<file path="src/rtl/pong_game_ctrl.sv">
// rtl/pong_game_ctrl.sv - frame-rate pong sequencer: scoring, serve ownership, ball direction, beeps
// Optional feature macro: PONG_AUTOSERVE_EN (serve automatically after AUTOSERVE_FRAMES idle frames)
module pong_game_ctrl #(
    parameter int         WIN_SCORE        = 7,
    parameter int         SCORE_W          = 4,
    parameter logic [9:0] X_MIN            = 10'd8,
    parameter logic [9:0] X_MAX            = 10'd624,
    parameter int         POINT_FRAMES     = 60,
    parameter int         BEEP_FRAMES      = 8,
    parameter int         AUTOSERVE_FRAMES = 180
) (
    input  logic               clk,
    input  logic               rst_n,
    input  logic               frame_tick,
    input  logic [9:0]         ball_x,
    input  logic               p1_srv,
    input  logic               p2_srv,
    input  logic               p1_hit,
    input  logic               p2_hit,
    output logic               ball_run,
    output logic               ball_dir,
    output logic               ball_reset,
    output logic [1:0]         serve_side,
    output logic [SCORE_W-1:0] score_p1,
    output logic [SCORE_W-1:0] score_p2,
    output logic [1:0]         state,
    output logic               game_over,
    output logic               winner,
    output logic               beep_lo,
    output logic               beep_hi
);
    typedef enum logic [1:0] {
        S_SERVE = 2'd0,
        S_RALLY = 2'd1,
        S_POINT = 2'd2,
        S_OVER  = 2'd3
    } state_t;

    localparam int PAUSE_W = $clog2(POINT_FRAMES + 1);
    localparam int BEEP_W  = $clog2(2 * BEEP_FRAMES + 1);
    localparam logic [SCORE_W-1:0] WIN_S      = SCORE_W'(WIN_SCORE);
    localparam logic [PAUSE_W-1:0] PAUSE_LOAD = PAUSE_W'(POINT_FRAMES);
    localparam logic [BEEP_W-1:0]  BEEP_SHORT = BEEP_W'(BEEP_FRAMES);
    localparam logic [BEEP_W-1:0]  BEEP_LONG  = BEEP_W'(2 * BEEP_FRAMES);

    state_t               st_q, st_d;
    logic [1:0]           side_q, side_d;
    logic [SCORE_W-1:0]   sc1_q, sc1_d, sc2_q, sc2_d;
    logic                 run_q, run_d, dir_q, dir_d, brst_q, brst_d;
    logic                 win_q, win_d, scorer_q, scorer_d;
    logic                 prev1_q, prev2_q;
    logic [PAUSE_W-1:0]   pause_q, pause_d;
    logic [BEEP_W-1:0]    beep_cnt_q, beep_cnt_d;
    logic                 tone_hi_q, tone_hi_d;
    logic                 auto_fire;

`ifdef PONG_AUTOSERVE_EN
    localparam int AUTO_W = $clog2(AUTOSERVE_FRAMES + 1);
    logic [AUTO_W-1:0] auto_q, auto_d;
    assign auto_fire = frame_tick && (auto_q == AUTO_W'(AUTOSERVE_FRAMES - 1));
`else
    assign auto_fire = (AUTOSERVE_FRAMES < 0);
`endif

    always_comb begin
        st_d       = st_q;
        side_d     = side_q;
        sc1_d      = sc1_q;
        sc2_d      = sc2_q;
        run_d      = run_q;
        dir_d      = dir_q;
        brst_d     = 1'b0;
        win_d      = win_q;
        scorer_d   = scorer_q;
        pause_d    = pause_q;
        tone_hi_d  = tone_hi_q;
        beep_cnt_d = (frame_tick && beep_cnt_q != '0) ? beep_cnt_q - BEEP_W'(1) : beep_cnt_q;

        case (st_q)
            S_SERVE: begin
                // Serve direction follows ownership: P1 serves rightwards, P2 leftwards
                if ((p1_srv && side_q[1]) || (p2_srv && side_q[0]) || auto_fire) begin
                    st_d   = S_RALLY;
                    dir_d  = side_q[1];
                    side_d = 2'b00;
                    run_d  = 1'b1;
                end
            end
            S_RALLY: begin
                if (frame_tick) begin
                    if (p1_hit && !dir_q) begin
                        dir_d      = 1'b1;
                        tone_hi_d  = 1'b0;
                        beep_cnt_d = BEEP_SHORT;
                    end else if (p2_hit && dir_q) begin
                        dir_d      = 1'b0;
                        tone_hi_d  = 1'b1;
                        beep_cnt_d = BEEP_SHORT;
                    end else if ((ball_x <= X_MIN && !dir_q) || (ball_x >= X_MAX && dir_q)) begin
                        if (dir_q) begin
                            sc1_d = (sc1_q == WIN_S) ? sc1_q : sc1_q + SCORE_W'(1);
                        end else begin
                            sc2_d = (sc2_q == WIN_S) ? sc2_q : sc2_q + SCORE_W'(1);
                        end
                        scorer_d   = !dir_q;
                        st_d       = S_POINT;
                        run_d      = 1'b0;
                        pause_d    = PAUSE_LOAD;
                        tone_hi_d  = 1'b0;
                        beep_cnt_d = BEEP_LONG;
                    end
                end
            end
            S_POINT: begin
                if (frame_tick) begin
                    if (pause_q != '0) begin
                        pause_d = pause_q - PAUSE_W'(1);
                    end else if ((scorer_q ? sc2_q : sc1_q) == WIN_S) begin
                        st_d  = S_OVER;
                        win_d = scorer_q;
                    end else begin
                        st_d   = S_SERVE;
                        brst_d = 1'b1;
                        side_d = scorer_q ? 2'b10 : 2'b01;
                    end
                end
            end
            S_OVER: begin
                if ((p1_srv && !prev1_q) || (p2_srv && !prev2_q)) begin
                    st_d   = S_SERVE;
                    sc1_d  = '0;
                    sc2_d  = '0;
                    win_d  = 1'b0;
                    side_d = 2'b01;
                    brst_d = 1'b1;
                end
            end
            default: st_d = S_SERVE;
        endcase

`ifdef PONG_AUTOSERVE_EN
        auto_d = (st_q == S_SERVE && st_d == S_SERVE) ? auto_q + AUTO_W'(frame_tick) : '0;
`endif
    end

    always_ff @(posedge clk or negedge rst_n) begin
        if (!rst_n) begin
            st_q       <= S_SERVE;
            side_q     <= 2'b01;
            sc1_q      <= '0;
            sc2_q      <= '0;
            run_q      <= 1'b0;
            dir_q      <= 1'b0;
            brst_q     <= 1'b0;
            win_q      <= 1'b0;
            scorer_q   <= 1'b0;
            prev1_q    <= 1'b0;
            prev2_q    <= 1'b0;
            pause_q    <= '0;
            beep_cnt_q <= '0;
            tone_hi_q  <= 1'b0;
`ifdef PONG_AUTOSERVE_EN
            auto_q     <= '0;
`endif
        end else begin
            st_q       <= st_d;
            side_q     <= side_d;
            sc1_q      <= sc1_d;
            sc2_q      <= sc2_d;
            run_q      <= run_d;
            dir_q      <= dir_d;
            brst_q     <= brst_d;
            win_q      <= win_d;
            scorer_q   <= scorer_d;
            prev1_q    <= p1_srv;
            prev2_q    <= p2_srv;
            pause_q    <= pause_d;
            beep_cnt_q <= beep_cnt_d;
            tone_hi_q  <= tone_hi_d;
`ifdef PONG_AUTOSERVE_EN
            auto_q     <= auto_d;
`endif
        end
    end

    assign ball_run   = run_q;
    assign ball_dir   = dir_q;
    assign ball_reset = brst_q;
    assign serve_side = side_q;
    assign score_p1   = sc1_q;
    assign score_p2   = sc2_q;
    assign state      = st_q;
    assign game_over  = (st_q == S_OVER);
    assign winner     = win_q;
    assign beep_lo    = (beep_cnt_q != '0) && !tone_hi_q;
    assign beep_hi    = (beep_cnt_q != '0) && tone_hi_q;
endmodule

</file>
<file path="config.mk">
export PLATFORM = sky130hd
export DESIGN_NAME = pong_game_ctrl
export DESIGN_NICKNAME = d
export VERILOG_FILES = /design/src/rtl/pong_game_ctrl.sv
export SDC_FILE = /design/constraint.sdc
export NUM_CORES = 1
export LEC_CHECK = 0
export CAP_MARGIN = 20
export CORE_ASPECT_RATIO = 1.75
export CORE_MARGIN = 4
export CORE_UTILIZATION = 52
export CTS_CLUSTER_DIAMETER = 50
export CTS_CLUSTER_SIZE = 10
export DETAILED_ROUTE_END_ITERATION = 10
export PLACE_DENSITY = 0.8
export SYNTH_ARGS = -nofsm -noshare
export SYNTH_HDL_FRONTEND = slang
export SYNTH_SLANG_ARGS = --single-unit
</file>
<file path="constraint.sdc">
create_clock -name clk -period 2.1 [get_ports clk]
set_input_delay 0.21 -clock clk [delete_from_list [all_inputs] [get_ports clk]]
set_output_delay 0.21 -clock clk [all_outputs]
set_load 0.05 [all_outputs]
</file>
Yosys cells after proc, flatten, opt, wreduce, memory -nomap -nowiden
Cells that the tools add are included.
{"block": "classes", "add_sub_neg": 4, "multipliers": 0, "div_mod_pow": 0, "order_cmp": 2, "eq_ne": 22, "shifts": 0, "muxes": 69, "bitwise_logic": 2, "reduce_logical": 37}
{"cell": "$mux W4", "n": 14}
{"cell": "$mux W6", "n": 6}
{"cell": "$mux W2", "n": 15}
{"cell": "$mux W5", "n": 6}
{"cell": "$ne A2 B2 Y1 const B", "n": 14}
{"cell": "$reduce_and A8 Y1", "n": 3}
{"cell": "$mux W1", "n": 19}
{"cell": "$pmux W4 S2", "n": 2}
{"cell": "$eq A4 B3 Y1 const B", "n": 3}
{"cell": "$pmux W6 S2", "n": 1}
{"cell": "$reduce_and A6 Y1", "n": 2}
{"cell": "$logic_and A1 B1 Y1", "n": 11}
{"cell": "$ge A10 B10 Y1 const B", "n": 1}
{"cell": "$le A10 B4 Y1 const B", "n": 1}
{"cell": "$reduce_and A5 Y1", "n": 2}
{"cell": "$add A4 B1 Y4 const B", "n": 2}
{"cell": "$pmux W1 S2", "n": 4}
{"cell": "$pmux W2 S4", "n": 1}
{"cell": "$reduce_bool A2 Y1", "n": 4}
{"cell": "$reduce_and A7 Y1", "n": 1}
{"cell": "$pmux W2 S3", "n": 1}
{"cell": "$reduce_bool A3 Y1", "n": 2}
{"cell": "$reduce_bool A6 Y1", "n": 1}
{"cell": "$sub A6 B1 Y6 const B", "n": 1}
{"cell": "other kinds (12)", "n": 19}
{"block": "totals", "reg_bits": 31, "latch_bits": 0, "ramBits": 0, "mem_bits_ro": 0, "input_bits": 17, "elab_cells": 150, "memories": 0}

Depth between registers and ports, before layout
Gate-level depths: netlist (run 1).
{"block": "depth", "depth_word": 8, "ltp_mapped": 7}

Worst setup path after synthesis (run 1)
Ideal clock, no wire load.
{"block": "synth_timing", "kind": "register to register", "start": "reg st_q[0], in the netlist state[0]", "end": "reg win_q, in the netlist winner", "t_arrival_ns": 1.835, "required_ns": 1.971, "path_slack_ns": 0.136, "path_stages_with_launch": 7, "path_buffers": 1, "cell_sequence": "dfrtp_1 clkbuf_1 nand2_1 inv_1 nand2_1 o211ai_1 o31ai_1"}
{"block": "synth_between", "elab_chain_len": 3, "elab_cells_between_ends": 9, "cone_classes": "eq/ne (6); mux (1); reduce/logical (2)"}
{"item": "from (decl)", "line": "46", "rtl": "state_t st_q, st_d;"}
{"item": "from (signal assigned)", "line": "166", "rtl": "st_q <= st_d;"}
{"item": "$eq A2 B2 Y1 (*)"}
{"item": "via game_over", "line": "27", "rtl": "output logic game_over,"}
{"item": "$ne A2 B1 Y1 (no source line) or $reduce_bool A2 Y1 (tied branches)"}
{"item": "$reduce_and A5 Y1 (no source line)"}
{"item": "to (signal assigned)", "line": "173", "rtl": "win_q <= win_d;"}
{"item": "to (decl)", "line": "50", "rtl": "logic win_q, win_d, scorer_q, scorer_d;"}
Mark *: on every way through the listed nets, which the timed path passes. The rest lies on a longest branch.
A chain may end at the register's enable or synchronous reset.

Worst setup path in the final report (run 1)
{"block": "layout_timing", "start": "reg st_q[1], in the netlist state[1]", "end": "reg sc1_q[3], in the netlist score_p1[3]"}
{"block": "layout_between", "elab_chain_len": 3, "elab_cells_between_ends": 12, "cone_classes": "eq/ne (9); mux (1); reduce/logical (2)"}
{"item": "$eq A2 B1 Y1 or $eq A2 B2 Y1 (tied branches)", "line": "79", "rtl": "case (st_q)"}
{"item": "$ne A2 B2 Y1 (no source line) (tied with other cells)"}
{"item": "$reduce_and A8 Y1 (no source line)"}
{"item": "to (signal assigned)", "line": "150", "rtl": "sc1_q <= '0;"}
{"item": "to (signal assigned)", "line": "168", "rtl": "sc1_q <= sc1_d;"}
{"item": "to (decl)", "line": "48", "rtl": "logic [SCORE_W-1:0] sc1_q, sc1_d, sc2_q, sc2_d;"}
Parallel ways exist; a longest one is shown, timed or not.

==> impl_metrics.env, run 1 <==
export IMPL_grt_pass1_wl_um=8060
export IMPL_crit_chain="a21boi_0 > o21a_1 > nand2_1 > o31ai_1"
export IMPL_synth_edff_count=0
export IMPL_holdBufCountCts=0
export IMPL_htreeDepth=2
export IMPL_io_pins=36
export IMPL_drcViolationCount=0
export IMPL_finalNetCount=261
export IMPL_port_buffers=35
export IMPL_worst_slew_pin_transition_ps=657
export IMPL_routabilityCongestion=0.944
export IMPL_fmax_ghz=0.519
export IMPL_clock_sinks=31
export IMPL_synthArstFlopShare_pct=100
export IMPL_slowest_stage="dfrtp_1"
export IMPL_synth_avg_cell_area_sq_um=9.40
export IMPL_grt_usage_pct=23.9
export IMPL_rsz0062_at_grt="false"
export IMPL_dieWidth_um=53.2
export IMPL_antenna_diode_count=0
export IMPL_synth_seq_cells=31
export IMPL_final_period_utilization_pct=91.7
export IMPL_slew_violations=0
export IMPL_placed_area_sq_um=2270
export IMPL_p_leak_nw=1.06
export IMPL_nFillCells=284
export IMPL_skew_ps=10.0
export IMPL_die_area_sq_um=4640
export IMPL_fp_dieH_um=87.1
export IMPL_cts_resized_gates=0
export IMPL_crit_family="compound AO/OA/AOI/OAI gates"
export IMPL_worst_path_largest_cell_delay_ps=620
export IMPL_cts_root_buf="clkbuf_8"
export IMPL_syn_num_nets=220
export IMPL_cp_end_kind="flip-flop"
export IMPL_drive_gt1_share_pct=10.8
export IMPL_syn_area_sq_um=1860
export IMPL_crit_buf_inv=0
export IMPL_routed_wl_um=4910
export IMPL_rows=28
export IMPL_postSynthCellCount=198
export IMPL_relSlewSlack_pct=56.1
export IMPL_cts_buffers=5
export IMPL_finalSetupViolCount=0
export IMPL_cts_buffer_depth=2
export IMPL_grt_ovfl_total=0
export IMPL_post_cts_buffers=0
export IMPL_worstPathArrival_ps=2110
export IMPL_drt_pre_antenna_iters=5
export IMPL_yosysWarnings=0
export IMPL_max_cap_viol_count=0
export IMPL_tns_ps=0
export IMPL_vias_per_cell=6.02
export IMPL_core_sq_um=3400
export IMPL_cp_required_ps=2280
export IMPL_grt_pass1_vias=1708
export IMPL_yosysSeqAreaShare_pct=41.8
export IMPL_drt_iter0_drc=58
export IMPL_vias=1715
export IMPL_cts_tree="built"
export IMPL_syn_to_final_growth_pct=26.4
export IMPL_ys_flop_type="dfrtp_1"
export IMPL_hold_viol_final=0
export IMPL_hold_class="in2async"
export IMPL_crit_path_max_fanout=16
export IMPL_design_area_sq_um=2350
export IMPL_clk_pin_slew_ps=70
export IMPL_initial_utilization_pct=54.7
export IMPL_fin_crit_ps=1930
export IMPL_antenna_found_initial=0
export IMPL_antenna_left=0
export IMPL_crit_type="reg2reg"
export IMPL_ir_drop_uv=925
export IMPL_routedWlPerCell_um=17.2
export IMPL_grt_max_degree=20
export IMPL_dp_hpwl_um=3770
export IMPL_crit_path_start_kind="flip-flop"
export IMPL_clk_latency_ps=290
export IMPL_outcome="finished, final reports clean"
export IMPL_synth_cell_types=50
export IMPL_power_density_nw_per_um2=1290
## cell type report
type | instances | area, sq um | share of cell area (%)
Timing Repair Buffer | 42 | 405 | 17.2
Inverter | 11 | 41.3 | 1.76
Clock buffer | 7 | 76.3 | 3.25
Clock inverter | 1 | 5.00 | 0.213
Tap cell | 45 | 56.3 | 2.39
Sequential cell | 31 | 777 | 33.0
Multi-Input combinational cell | 148 | 990 | 42.1
## registers in the layout, summed over array words and instances, names as in the netlist, 2 cells and up
register	cells
beep_cnt_q	5
score_p2	4
score_p1	4
state	2
pause_q	6
serve_side	2
## final timing paths
kind / slack (ps) / endpoint / cells past startpoint / from
min in group clk: 440 / prev2_q / 1 / p2_srv
max in group asynchronous: 1240 / score_p2[2] / 2 / rst_n
hold reg to reg: 520 / beep_cnt_q[4] / 1 / beep_cnt_q[4]
setup / recovery: 170 / score_p1[3] / 4 / state[1]
hold / removal: 320 / tone_hi_q / 1 / rst_n
setup reg to reg: 170 / score_p1[3] / 4 / state[1]
## per-layer routing
metal	part of all wire [%]	wire, um	global-route usage, %
met5	0	0	0
met2	57	2790	42.1
met1	35	1720	24.2
met3	4.2	208	4.97
met4	3.8	186	15.6
## cell usage in the layout, fill, tap and decap left out, types with 4 or more instances in the layout
| cell | count |
|---|---|
| clkdlybuf4s50_1 | 31 |
| o21a_1 | 4 |
| clkbuf_8 | 5 |
| dfrtp_1 | 30 |
| mux2i_1 | 5 |
| o31ai_1 | 8 |
| a21oi_1 | 5 |
| nor3_1 | 4 |
| inv_1 | 11 |
| nand2_1 | 19 |
| nand3_1 | 12 |
| buf_4 | 10 |
| nor2_1 | 13 |
| nand2b_1 | 6 |
| o21ai_0 | 7 |
| ha_1 | 5 |
## cells by family after synthesis
family | count (synthesis) | synth area share [%]
flops | 31 | 41.8
xor+xnor | 3 | 1.41
simple gates | 81 | 24.1
compound gates | 54 | 21.7
buf+inv | 19 | 5.04
fa+ha+maj | 5 | 3.36
mux | 5 | 2.69
## report_power, final
group / internal (mW) / switching (mW) / total, mW
clock: 0.232 / 0.212 / 0.444
combinational: 0.608 / 0.958 / 1.57
sequential: 0.786 / 0.227 / 1.01
## synthesized netlist by cell type, types with 4 or more instances
cell type,count,area (sq um)
nor2_1,13,48.8
clkbuf_1,5,18.8
o21a_1,4,30.0
ha_1,5,62.6
inv_1,11,41.3
o31ai_1,8,60.1
nand2_1,19,71.3
mux2i_1,5,50.1
nand2b_1,6,37.5
o21ai_0,7,35.0
nor3_1,4,20.0
dfrtp_1,30,751
a21oi_1,5,25.0
nand3_1,12,60.1
## stage by stage
stage | total power, mW | instances | utilization, % | hold WS, ps | setup slack, ps
after floorplan | 2.08 | 198 | - | -85.6 | 136
after global placement | 2.51 | 277 | 66.8 | 468 | 153
after detailed placement | 2.56 | 277 | 66.8 | 497 | 0.141
after CTS | 3.02 | 285 | 69.2 | 338 | 189
after global routing | 3.20 | 285 | 69.2 | 369 | 70.9
final | 3.02 | 285 | 69.2 | 323 | 174
No activity file was read; power rests on OpenSTA's default activity.
==> run 2: changes to the inputs <==
--- a/config.mk
+++ b/config.mk
@@ -8,11 +8,11 @@
 export CAP_MARGIN = 20
 export CORE_ASPECT_RATIO = 1.75
 export CORE_MARGIN = 4
-export CORE_UTILIZATION = 52
+export CORE_UTILIZATION = 47
 export CTS_CLUSTER_DIAMETER = 50
 export CTS_CLUSTER_SIZE = 10
 export DETAILED_ROUTE_END_ITERATION = 10
-export PLACE_DENSITY = 0.8
+export PLACE_DENSITY = 0.76
 export SYNTH_ARGS = -nofsm -noshare
 export SYNTH_HDL_FRONTEND = slang
 export SYNTH_SLANG_ARGS = --single-unit
==> constraint.sdc (replaced) <==
create_clock -name clk -period 1.7 [get_ports clk]
set_input_delay 0.17 -clock clk [delete_from_list [all_inputs] [get_ports clk]]
set_output_delay 0.17 -clock clk [all_outputs]
set_load 0.05 [all_outputs]
==> run 2 against run 1 <==
Against the previous run: the flow now finishes with violations (setup timing); global-route usage down 3.4 points; hold slack worse by 41 ps; flip-flop and latch count unchanged; via count up 8.4%; register-to-register slack worse by 180 ps; clock power up 23%; critical path depth up 1; clock-buffer cell count unchanged; routed wire length up 5.8%; die area up 9.3%; fmax up 13%; final cell count up 14%.
==> impl_metrics.env, run 2 (synthesized netlist as in run 1, its figures left out) <==
export IMPL_failed_checks="setup timing"
export IMPL_dieWidth_um=55.6
export IMPL_drt_pre_antenna_iters=4
export IMPL_hold_worst_slack_ps=282
export IMPL_r2r_start="pause_q[4]"
export IMPL_skew_ps=6.52
export IMPL_multi_input_area_sq_um=1130
export IMPL_finalNetCount=298
export IMPL_port_buffers=35
export IMPL_routabilityCongestion=0.823
export IMPL_drt_iter0_drc=57
export IMPL_nFillCells=281
export IMPL_routed_wl_um=5200
export IMPL_clk_pin_slew_ps=70
export IMPL_cts_root_buf="clkbuf_8"
export IMPL_worstPathArrival_ps=1910
export IMPL_outcome="complete, but fails checks"
export IMPL_rows=30
export IMPL_initial_utilization_pct=48.1
export IMPL_cp_end_kind="flip-flop"
export IMPL_dp_hpwl_um=3760
export IMPL_fin_crit_ps=1710
export IMPL_ff2ff_path_depth=5
export IMPL_antenna_left=0
export IMPL_cp_required_ps=1900
export IMPL_clock_sinks=31
export IMPL_clk_latency_ps=280
export IMPL_r2r_end="serve_side[0]"
export IMPL_grt_pass1_vias=1810
export IMPL_grt_max_degree=32
export IMPL_p_leak_nw=1.28
export IMPL_antenna_found_initial=0
export IMPL_crit_path_start_kind="flip-flop"
export IMPL_antenna_diode_count=0
export IMPL_routedWlPerCell_um=16.0
export IMPL_drcViolationCount=0
export IMPL_relSlewSlack_pct=66.6
export IMPL_final_period_utilization_pct=100
export IMPL_power_density_nw_per_um2=1540
export IMPL_grt_ovfl_total=0
export IMPL_worst_slew_pin_transition_ps=499
export IMPL_cts_buffers=5
export IMPL_largestRegisters="pause_q: 6 flops, beep_cnt_q: 5 flops"
export IMPL_ir_drop_uv=966
export IMPL_rsz0062_at_grt="true"
export IMPL_drive_gt1_share_pct=40.4
export IMPL_htreeDepth=2
export IMPL_vias_per_cell=5.72
export IMPL_hold_viol_final=0
export IMPL_hold_class="in2async"
export IMPL_cts_tree="built"
export IMPL_fmax_ghz=0.585
export IMPL_finalWorstSetupSlack_ps=-8.34
export IMPL_grt_pass1_wl_um=8320
export IMPL_crit_type="reg2reg"
export IMPL_mostFrequentLayoutCells="57 x buf_4, 23 x dfrtp_1, 18 x clkdlybuf4s50_1"
export IMPL_final_common_cell="buf_4"
export IMPL_seqCellArea_sq_um=786
export IMPL_crit_chain="or3_4 > nor3_4 > o211ai_1 > o21a_1 > a211o_1"
export IMPL_regMostFlops="pause_q"
export IMPL_vias=1859
export IMPL_design_area_sq_um=2770
export IMPL_holdBufCountCts=0
export IMPL_grt_usage_pct=20.5
export IMPL_io_pins=36
export IMPL_slowest_stage="or3_4"
export IMPL_crit_path_max_fanout=5
export IMPL_fp_dieH_um=91.2
export IMPL_slew_violations=0
export IMPL_core_sq_um=3870
export IMPL_largest_reg_flops=6
export IMPL_placed_area_sq_um=2460
export IMPL_max_cap_viol_count=0
export IMPL_worst_path_largest_cell_delay_ps=430
export IMPL_cts_buffer_depth=2
export IMPL_syn_to_final_growth_pct=48.8
export IMPL_die_area_sq_um=5070
export IMPL_finalSetupViolCount=1
export IMPL_reg2reg_slack_ps=-8
[run 2: cell count changes in the layout (fill, tap and decap cells not counted), sizes merged]
cell | previous run | this run
inv | 11 | 10
clkdlybuf4s50 | 31 | 18
clkinvlp | 0 | 1
buf | 11 | 61
[run 2: cell type report]
type | count | area share (%)
Timing Repair Buffer | 79 | 23.9
Tap cell | 48 | 2.17
Clock buffer | 7 | 2.76
Multi-Input combinational cell | 148 | 41.0
Sequential cell | 31 | 28.4
Clock inverter | 1 | 0.181
Inverter | 11 | 1.63
[run 2: critical path, delay by kind of cell (launching register included)]
family	cells	cell delay [ps]
AOI/OAI and AO/OA	3	690
and+or+nand+nor	2	570
DFF	1	380
[run 2: through the flow]
stage,setup WS (ps),instances,setup TNS (ps),power (mW),util (%)
floorplan,2.50,198,0,2.59,-
global placement,-224,306,-2860,3.34,63.6
detailed placement,-246,306,-3640,3.38,63.6
CTS,-9.76,320,-9.76,4.05,67.9
global route,-129,325,-436,4.54,71.6
finish,-8.34,325,-8.34,4.26,71.6
[run 2: report_power, final]
part / leakage [nW] / switching, mW / internal, mW
sequential: 0.370 / 0.271 / 0.982
combinational: 0.870 / 1.36 / 1.09
clock: 0.0422 / 0.259 / 0.286
[run 2: worst max path at each step]
stage / startpoint / to
final: pause_q[4] / serve_side[0]
after global placement: ball_x[5] / score_p1[1]
after CTS: pause_q[4] / serve_side[0]
after global routing: pause_q[0] / serve_side[0]
after floorplan: ball_dir / tone_hi_q
after detailed placement: ball_x[5] / score_p2[1]
[run 2: repair_timing]
item,CTS,global route
setup buffers,6,7
gates cloned,0,0
endpoints found under the hold margin,0,0
gates resized for setup,10,27
setup endpoints to repair,7,19
pin swaps,7,11
[run 2: routing by layer]
layer	up-vias	share of wire, %	GRT usage (%)
met5	-	0	0
met4	0	2.0	8.32
met3	12	4.0	4.27
met2	46	54	36.8
met1	920	40	23.2
li1	881	-	-
